<file path="config.mk">
export PLATFORM = sky130hd
export DESIGN_NAME = uart_tx_arbiter
export DESIGN_NICKNAME = d
export VERILOG_FILES = /design/src/rtl/uart_tx_arbiter.sv
export SDC_FILE = /design/constraint.sdc
export NUM_CORES = 1
export LEC_CHECK = 0
export CAP_MARGIN = 5
export CORE_MARGIN = 3
export CORE_UTILIZATION = 37
export CTS_CLUSTER_SIZE = 30
export DETAILED_ROUTE_END_ITERATION = 6
export GPL_TIMING_DRIVEN = 0
export PLACE_DENSITY = 0.86
export SLEW_MARGIN = 5
export SYNTH_ARGS = -nofsm -noshare
export SYNTH_HDL_FRONTEND = slang
export SYNTH_SLANG_ARGS = --single-unit
</file>
<file path="constraint.sdc">
create_clock -name CLK_100MHz -period 2 [get_ports CLK_100MHz]
set_input_delay 0.2 -clock CLK_100MHz [delete_from_list [all_inputs] [get_ports CLK_100MHz]]
set_output_delay 0.2 -clock CLK_100MHz [all_outputs]
set_load 0.1 [all_outputs]
</file>
<file path="src/rtl/uart_tx_arbiter.sv">
// ---------------------------------------------------------------------------
// uart_tx_arbiter
//
// Purpose:
//    Lets NREQ requesters share one UartTX. A winner is picked, its word is
//    latched into TX_DATA, and the transmitter is loaded with a one-cycle
//    TX_LOAD strobe. The requester receives a matching one-cycle ACK. The
//    arbiter then waits for TX_BUSY to rise and fall before serving the next
//    request. If TX_BUSY never rises within BUSY_TIMEOUT cycles, the sticky
//    ERR flag is set and the arbiter returns to idle.
//
// Configuration:
//    UART_ARB_ROUND_ROBIN_EN
//       defined   : round-robin arbitration, searching upward from the last
//                   winner + 1 and wrapping around.
//       undefined : fixed priority, where the lowest index wins.
//
// Parameters:
//    NREQ         : number of requesters (2..8)
//    DW           : data word width per requester
//    BUSY_TIMEOUT : cycles allowed for TX_BUSY to rise after TX_LOAD (1..255)
//
// Ports:
//    CLK_100MHz : clock, all state changes on its rising edge
//    RST_N      : asynchronous active-low reset
//    REQ        : per-requester level request, held with DATA until ACK
//    DATA       : flattened words, requester i at [i*DW +: DW]
//    ACK        : one-cycle pulse to the requester whose word was loaded
//    GRANT      : one-hot current owner of the transmitter, zero when idle
//    TX_LOAD    : load strobe to UartTX
//    TX_DATA    : registered word to UartTX
//    TX_BUSY    : UartTX busy flag
//    ERR        : sticky timeout flag
//    CLR_ERR    : synchronous clear of ERR (a simultaneous timeout wins)
// ---------------------------------------------------------------------------
module uart_tx_arbiter #(
   parameter int NREQ         = 4,
   parameter int DW           = 16,
   parameter int BUSY_TIMEOUT = 15
) (
   input  logic               CLK_100MHz,
   input  logic               RST_N,
   input  logic [NREQ-1:0]    REQ,
   input  logic [NREQ*DW-1:0] DATA,
   output logic [NREQ-1:0]    ACK,
   output logic [NREQ-1:0]    GRANT,
   output logic               TX_LOAD,
   output logic [DW-1:0]      TX_DATA,
   input  logic               TX_BUSY,
   output logic               ERR,
   input  logic               CLR_ERR
);

   localparam int IW = (NREQ > 1) ? $clog2(NREQ) : 1;

   typedef enum logic [1:0] {
      IDLE,
      LOAD,
      WAIT_START,
      WAIT_DONE
   } state_t;

   state_t          state;
   logic [7:0]      timeout_cnt;
   logic [7:0]      timeout_next;
   logic            req_found;
   logic [IW-1:0]   win_idx;
   logic [DW-1:0]   win_data;
   logic [NREQ-1:0] win_onehot;

`ifdef UART_ARB_ROUND_ROBIN_EN
   logic [IW-1:0]   rr_ptr;

   // Index reached by stepping k places above the pointer, with wrap-around.
   function automatic int wrap_idx(input int p, input int k);
      return (p + k) % NREQ;
   endfunction
`endif

   assign timeout_next = timeout_cnt + 8'd1;

   // Winner selection. The first requester found in search order wins, and
   // its word is picked out of the flattened DATA bus in the same pass.
   always_comb begin
      req_found  = 1'b0;
      win_idx    = '0;
      win_data   = '0;
      win_onehot = '0;
`ifdef UART_ARB_ROUND_ROBIN_EN
      for (int k = 1; k <= NREQ; k++) begin
         if (!req_found && REQ[wrap_idx(int'(rr_ptr), k)]) begin
            req_found = 1'b1;
            win_idx   = IW'(wrap_idx(int'(rr_ptr), k));
            win_data  = DATA[wrap_idx(int'(rr_ptr), k)*DW +: DW];
         end
      end
`else
      // Scanning downward lets the lowest set index overwrite the others.
      for (int k = NREQ - 1; k >= 0; k--) begin
         if (REQ[k]) begin
            req_found = 1'b1;
            win_idx   = IW'(k);
            win_data  = DATA[k*DW +: DW];
         end
      end
`endif
      win_onehot[win_idx] = 1'b1;
   end

   // Main FSM. Every output is registered. TX_LOAD and ACK are set on the
   // transition into LOAD, so they are high only for the LOAD cycle. The
   // ERR set is written after the clear so that a same-cycle timeout wins.
   always_ff @(posedge CLK_100MHz or negedge RST_N) begin
      if (!RST_N) begin
         state       <= IDLE;
         TX_LOAD     <= 1'b0;
         ACK         <= '0;
         GRANT       <= '0;
         TX_DATA     <= '0;
         ERR         <= 1'b0;
         timeout_cnt <= '0;
`ifdef UART_ARB_ROUND_ROBIN_EN
         rr_ptr      <= IW'(NREQ - 1);
`endif
      end else begin
         TX_LOAD <= 1'b0;
         ACK     <= '0;
         if (CLR_ERR) begin
            ERR <= 1'b0;
         end
         case (state)
            IDLE: begin
               if (!TX_BUSY && req_found) begin
                  TX_DATA <= win_data;
                  GRANT   <= win_onehot;
                  ACK     <= win_onehot;
                  TX_LOAD <= 1'b1;
                  state   <= LOAD;
`ifdef UART_ARB_ROUND_ROBIN_EN
                  rr_ptr  <= win_idx;
`endif
               end
            end
            LOAD: begin
               timeout_cnt <= '0;
               state       <= WAIT_START;
            end
            WAIT_START: begin
               if (TX_BUSY) begin
                  state <= WAIT_DONE;
               end else begin
                  timeout_cnt <= timeout_next;
                  if (timeout_next == 8'(BUSY_TIMEOUT)) begin
                     ERR   <= 1'b1;
                     GRANT <= '0;
                     state <= IDLE;
                  end
               end
            end
            WAIT_DONE: begin
               if (!TX_BUSY) begin
                  GRANT <= '0;
                  state <= IDLE;
               end
            end
            default: state <= IDLE;
         endcase
      end
   end

endmodule
</file>
# Yosys cells after proc, flatten, opt, wreduce, memory -nomap -nowiden
# Cells that the tools add are included.
dict set report word_totals {
  out_inout_bits 26
  register_bits 36
  wordCells 63
  input_bits 72
}
dict set report classes {
  addsub 1
  muxes 34
  magnitude_cmp 2
  n_eq_ne 9
  reduce_logical 10
}
# operator n
set op_table {}
lappend op_table {{16-bit two-way mux} 4}
lappend op_table {{4-bit two-way mux} 6}
lappend op_table {{2-bit two-way mux} 8}
lappend op_table {{8-bit case mux with 2 select lines} 1}
lappend op_table {{4-bit case mux with 3 select lines} 1}
lappend op_table {{1-bit two-way mux} 11}
lappend op_table {{8-bit by 1-bit adder with 8-bit output, second input constant} 1}
lappend op_table {{8-bit by 4-bit equality test with 1-bit output, second input constant} 1}
lappend op_table {{8-bit two-way mux} 1}
lappend op_table {{2-bit != test, second input constant} 4}
lappend op_table {{2-bit case mux with 4 select lines} 1}
lappend op_table {{5-bit AND reduction} 1}
lappend op_table {{2-bit equality test, second input constant} 2}
lappend op_table {{2-bit AND reduction} 2}
lappend op_table {{2-bit by 3-bit less-than comparator with 1-bit output, second input constant} 1}
lappend op_table {{3-bit != test, second input constant} 1}
lappend op_table {{3-bit AND reduction} 1}
lappend op_table {{3-bit nonzero test} 1}
lappend op_table {{1-bit demux with 2-bit select} 1}
lappend op_table {{2-bit by 1-bit equality test with 1-bit output, second input constant} 1}
lappend op_table {{2-bit by 1-bit >= comparator with 1-bit output, second input constant} 1}
lappend op_table {{1-bit logical AND} 2}
lappend op_table {{2-bit zero test} 1}
lappend op_table {{2-bit nonzero test} 1}
lappend op_table {{1-bit zero test} 1}

# Longest topological paths before layout
dict set report logic_depth {
  word_depth 10
  mapped_depth 8
  depth_no_buf 7
}

# Worst setup path after synthesis
# Ideal clock, no wire load.
dict set report synth_path {
  path_kind {flip-flop to flip-flop}
  from {register timeout_cnt[0]}
  to {register state[0]}
  path_stages_with_launch 8
  synth_period_minus_slack_ns 1.965
  t_arrival_ns 1.872
  required_ns 1.906
  n_path_buf 0
  setup_slack_ns 0.035
  setup_ns 0.094
  path_cell_list {dfrtp_1 inv_1 ha_1 nand2_1 or4_4 a221oi_4 o21ai_1 a221oi_2}
}
dict set report synth_between {
  elab_chain_cells 4
}
# item line
set synth_rtl {}
lappend synth_rtl {{start, declared} 64} ;# logic [7:0] timeout_cnt;
lappend synth_rtl {{start signal, assigned} 152} ;# timeout_cnt <= timeout_next;
lappend synth_rtl {{8-bit by 1-bit adder with 8-bit output} 80} ;# assign timeout_next = timeout_cnt + 8'd1;
lappend synth_rtl {{8-bit by 4-bit equality test with 1-bit output} 153} ;# if (timeout_next == 8'(BUSY_TIMEOUT)) begin
lappend synth_rtl {{3-bit != test (no source line)} n/a}
lappend synth_rtl {{3-bit AND reduction (no source line)} n/a}
lappend synth_rtl {{end signal, assigned} 150} ;# state <= WAIT_DONE;
lappend synth_rtl {{end signal, assigned} 156} ;# state <= IDLE;
lappend synth_rtl {{end signal, assigned} 163} ;# state <= IDLE;
lappend synth_rtl {{end, declared} 63} ;# state_t state;
# No other way between the ends.
# A chain may end at the register's enable or synchronous reset.

# Worst setup path after layout
dict set report layout_path {
  from {register timeout_cnt[2]}
  to {register ERR}
}
dict set report layout_between {
  elab_chain_cells 5
}
# item line
set layout_rtl {}
lappend layout_rtl {{8-bit by 1-bit adder with 8-bit output} 80}
lappend layout_rtl {{8-bit by 4-bit equality test with 1-bit output} 153}
lappend layout_rtl {{1-bit two-way mux} 153}
lappend layout_rtl {{1-bit two-way mux} 149} ;# if (TX_BUSY) begin
lappend layout_rtl {{1-bit two-way mux} 131} ;# case (state)
lappend layout_rtl {{end signal, assigned} 120} ;# ERR <= 1'b0;
lappend layout_rtl {{end signal, assigned} 129} ;# ERR <= 1'b0;
lappend layout_rtl {{end signal, assigned} 154} ;# ERR <= 1'b1;
lappend layout_rtl {{end, declared} 50} ;# output logic ERR,
# No other way between the ends.

==> qor.yml <==
worstSetupEndpointType: "flip-flop"
port_buffers: 97
crit_chain: "buf_6 -> nand4_1 -> or4_4 -> a221oi_4 -> buf_4 -> nand3b_1 -> o21ai_1"
gp_congestion: 0.900
p_per_area_mw_per_mm2: 1380
drv_cap: 0
dpl-instance-area_mm2: 0.00317
num-fill-cells: 454
hold_viol: 10
drive_above_1_share: 0.118
finalNetCount: 417
viasPerCell: 5.58
path_clk_slew_ps: 80
core_area_mm2: 0.00530
peakVddDrop_v: 0.000972
ys_types: 43
cts_inserted_buffers: 5
io_pins: 98
whs_ps: -6.08
register_area_um2: 903
syn_area_mm2: 0.00211
grt_max_degree: 37
drtPass1Iterations: 4
slew_viol_final: 0
async_reset_ff_frac: 1.00
cts_tree: "built"
synth_top_area_cell: "dfrtp_1"
die_w_um: 81.6
critPathKind: "flip-flop to flip-flop"
synth_edf_count: 0
rows: 26
synth.net_count: 309
ys_seq_elements: 36
grt_use_total: 0.206
worst_slack_ps: 2.67
multiInputGateArea_mm2: 0.00112
synth-seq-area-share: 0.426
yosysWarnings: 0
area_growth_pct: 60.3
worstPathRequired_ps: 2220
detail_route.wl_per_cell_um: 17.0
synth.top_cell.area_share: 0.426
crit_arrival_ps: 2210
fin_crit_ps: 2000
most-common-layout-cells: "clkdlybuf4s50_1 (74), dfrtp_1 (34), nand2_1 (29)"
outcome: "finished with violations"
finClkSkew_ps: 7.47
ys.flop_type: "dfrtp_1"
gr-total-overflow: 0
slowest_delay_ps: 520
setup_violations: 0
hold_path.class: "input pin to async pin"
relSlewSlack: 0.340
start_util: 0.399
critPathLaunchType: "flip-flop"
clkSinkCount: 36
rsz0062_at_grt: "true"
clockBufferDepth: 2
failed_checks: "negative hold slack"
grt_pass1_wl_mm: 10.6
wl_mm: 6.95
vias: 2283
first_iter_violations: 131
syn_avg_cell_area_um2: 9.15
clockRootBuffer: "clkbuf_8"
synth_area_leaders: "dfrtp_1 (43%), o22ai_1 (6.5%), o31ai_1 (6.4%)"
drc: 0
postRouteAntennaNets: 0
hpwl_mm: 5.19
final_common_cell: "clkdlybuf4s50_1"
antenna_found_initial: 0
insertion_delay_ps: 290
die_y_um: 81.6
totalPowerFinal_mw: 4.69
leakagePower_nw: 1.62
place_ws_ps: -464
fin_crit_sh: 0.999
grt_pass1_vias: 2229
finalInstanceArea_mm2: 0.00339
cp_slowest_cell: "or4_4"
diodes: 0
max_freq_mhz: 501
die-area_mm2: 0.00666
tightest_slew_ps: 988
crit_fanout: 8
htree_levels: 2
syn_inst: 231
## final cells by class
class,instances,area share
Inverter,14,0.0155
Timing Repair Buffer,104,0.311
Clock inverter,2,0.00369
Sequential cell,36,0.267
Multi-Input combinational cell,161,0.331
Tap cell,70,0.0258
Clock buffer,5,0.0203
Buffer,17,0.0258
## metal layers
layer	share of wire	GRT usage	up-vias
met4	0.013	0.0748	0
li1	-	-	1075
met5	0	0	-
met1	0.39	0.250	1102
met2	0.49	0.354	99
met3	0.11	0.0515	7
## logic make-up (layout without fill, tap and decap cells)
family,count (synthesis),after routing,share of synthesized area
mux,2,2,0.00947
flops,36,36,0.426
simple gates,65,65,0.150
xor+xnor,8,8,0.0331
buf+inv,34,142,0.0657
fa+ha+maj,6,6,0.0355
compound gates,80,80,0.280
## timing repair
action,CTS,global route
hold buffers,0,0
pin swaps,6,6
setup buffers,4,3
endpoints found under the setup margin,31,43
gates resized for setup,15,37
## synth_stat cells, types with 2 or more instances
| cell | instances |
|---|---|
| o22ai_1 | 22 |
| inv_2 | 2 |
| dfrtp_1 | 36 |
| xnor2_1 | 5 |
| a211oi_1 | 2 |
| o21a_1 | 2 |
| a21oi_1 | 3 |
| and3_1 | 2 |
| nand4b_1 | 3 |
| a31oi_1 | 2 |
| o21ai_1 | 7 |
| nor2_1 | 11 |
| nand3_1 | 3 |
| nor3_1 | 2 |
| ha_1 | 6 |
| buf_2 | 3 |
| mux2i_1 | 2 |
| a221oi_1 | 15 |
| xor2_1 | 3 |
| nand3b_1 | 2 |
| nand2_1 | 30 |
| o31ai_1 | 18 |
| clkbuf_1 | 15 |
| inv_1 | 12 |
| nor2b_1 | 4 |
| o21ai_0 | 2 |
## flip-flops by register name, summed over array words and instances, names as in the netlist
name	count
state	2
GRANT	4
TX_LOAD	1
timeout_cnt	8
TX_DATA	16
ACK	4
ERR	1
## metrics by stage
| stage | cells | TNS [ps] | utilization |
|---|---|---|---|
| 2_1_floorplan | 231 | 0 | - |
| 3_3_place_gp | 398 | -11530 | 0.598 |
| 3_5_place_dp | 398 | -9300 | 0.597 |
| 4_1_cts | 408 | -162 | 0.625 |
| 5_1_grt | 409 | -83.1 | 0.639 |
| 6_report | 409 | 0 | 0.639 |
## critical path, delay by kind of cell, from the launching register on
kind | cells | cell delay [ps]
and+or+nand+nor | 3 | 750
DFF | 1 | 350
buffers and inverters | 2 | 310
AOI/OAI and AO/OA | 2 | 520
## where the power goes
part	leakage (nW)	internal, mW	switching (mW)
registers	0.465	0.973	0.148
logic	1.12	0.832	2.24
clock network	0.0400	0.236	0.262
total	1.62	2.04	2.65
## final timing paths
path | from | endpoint | slack (ps) | cells past startpoint
worst min register to register | TX_DATA[6]$_DFFE_PN0P_ | TX_DATA[6]$_DFFE_PN0P_ | 480 | 2
worst max-delay path | timeout_cnt[2]$_DFFE_PN0P_ | ERR$_DFF_PN0_ | 3 | 7
min in group CLK_100MHz | CLR_ERR | ERR$_DFF_PN0_ | 460 | 2
worst max register to register | timeout_cnt[2]$_DFFE_PN0P_ | ERR$_DFF_PN0_ | 3 | 7
worst min-delay path | RST_N | state[0]$_DFFE_PN0P_ | -6 | 1
max in group asynchronous | RST_N | timeout_cnt[1]$_DFFE_PN0P_ | 1460 | 1
Power figures use the tool's default switching activity.
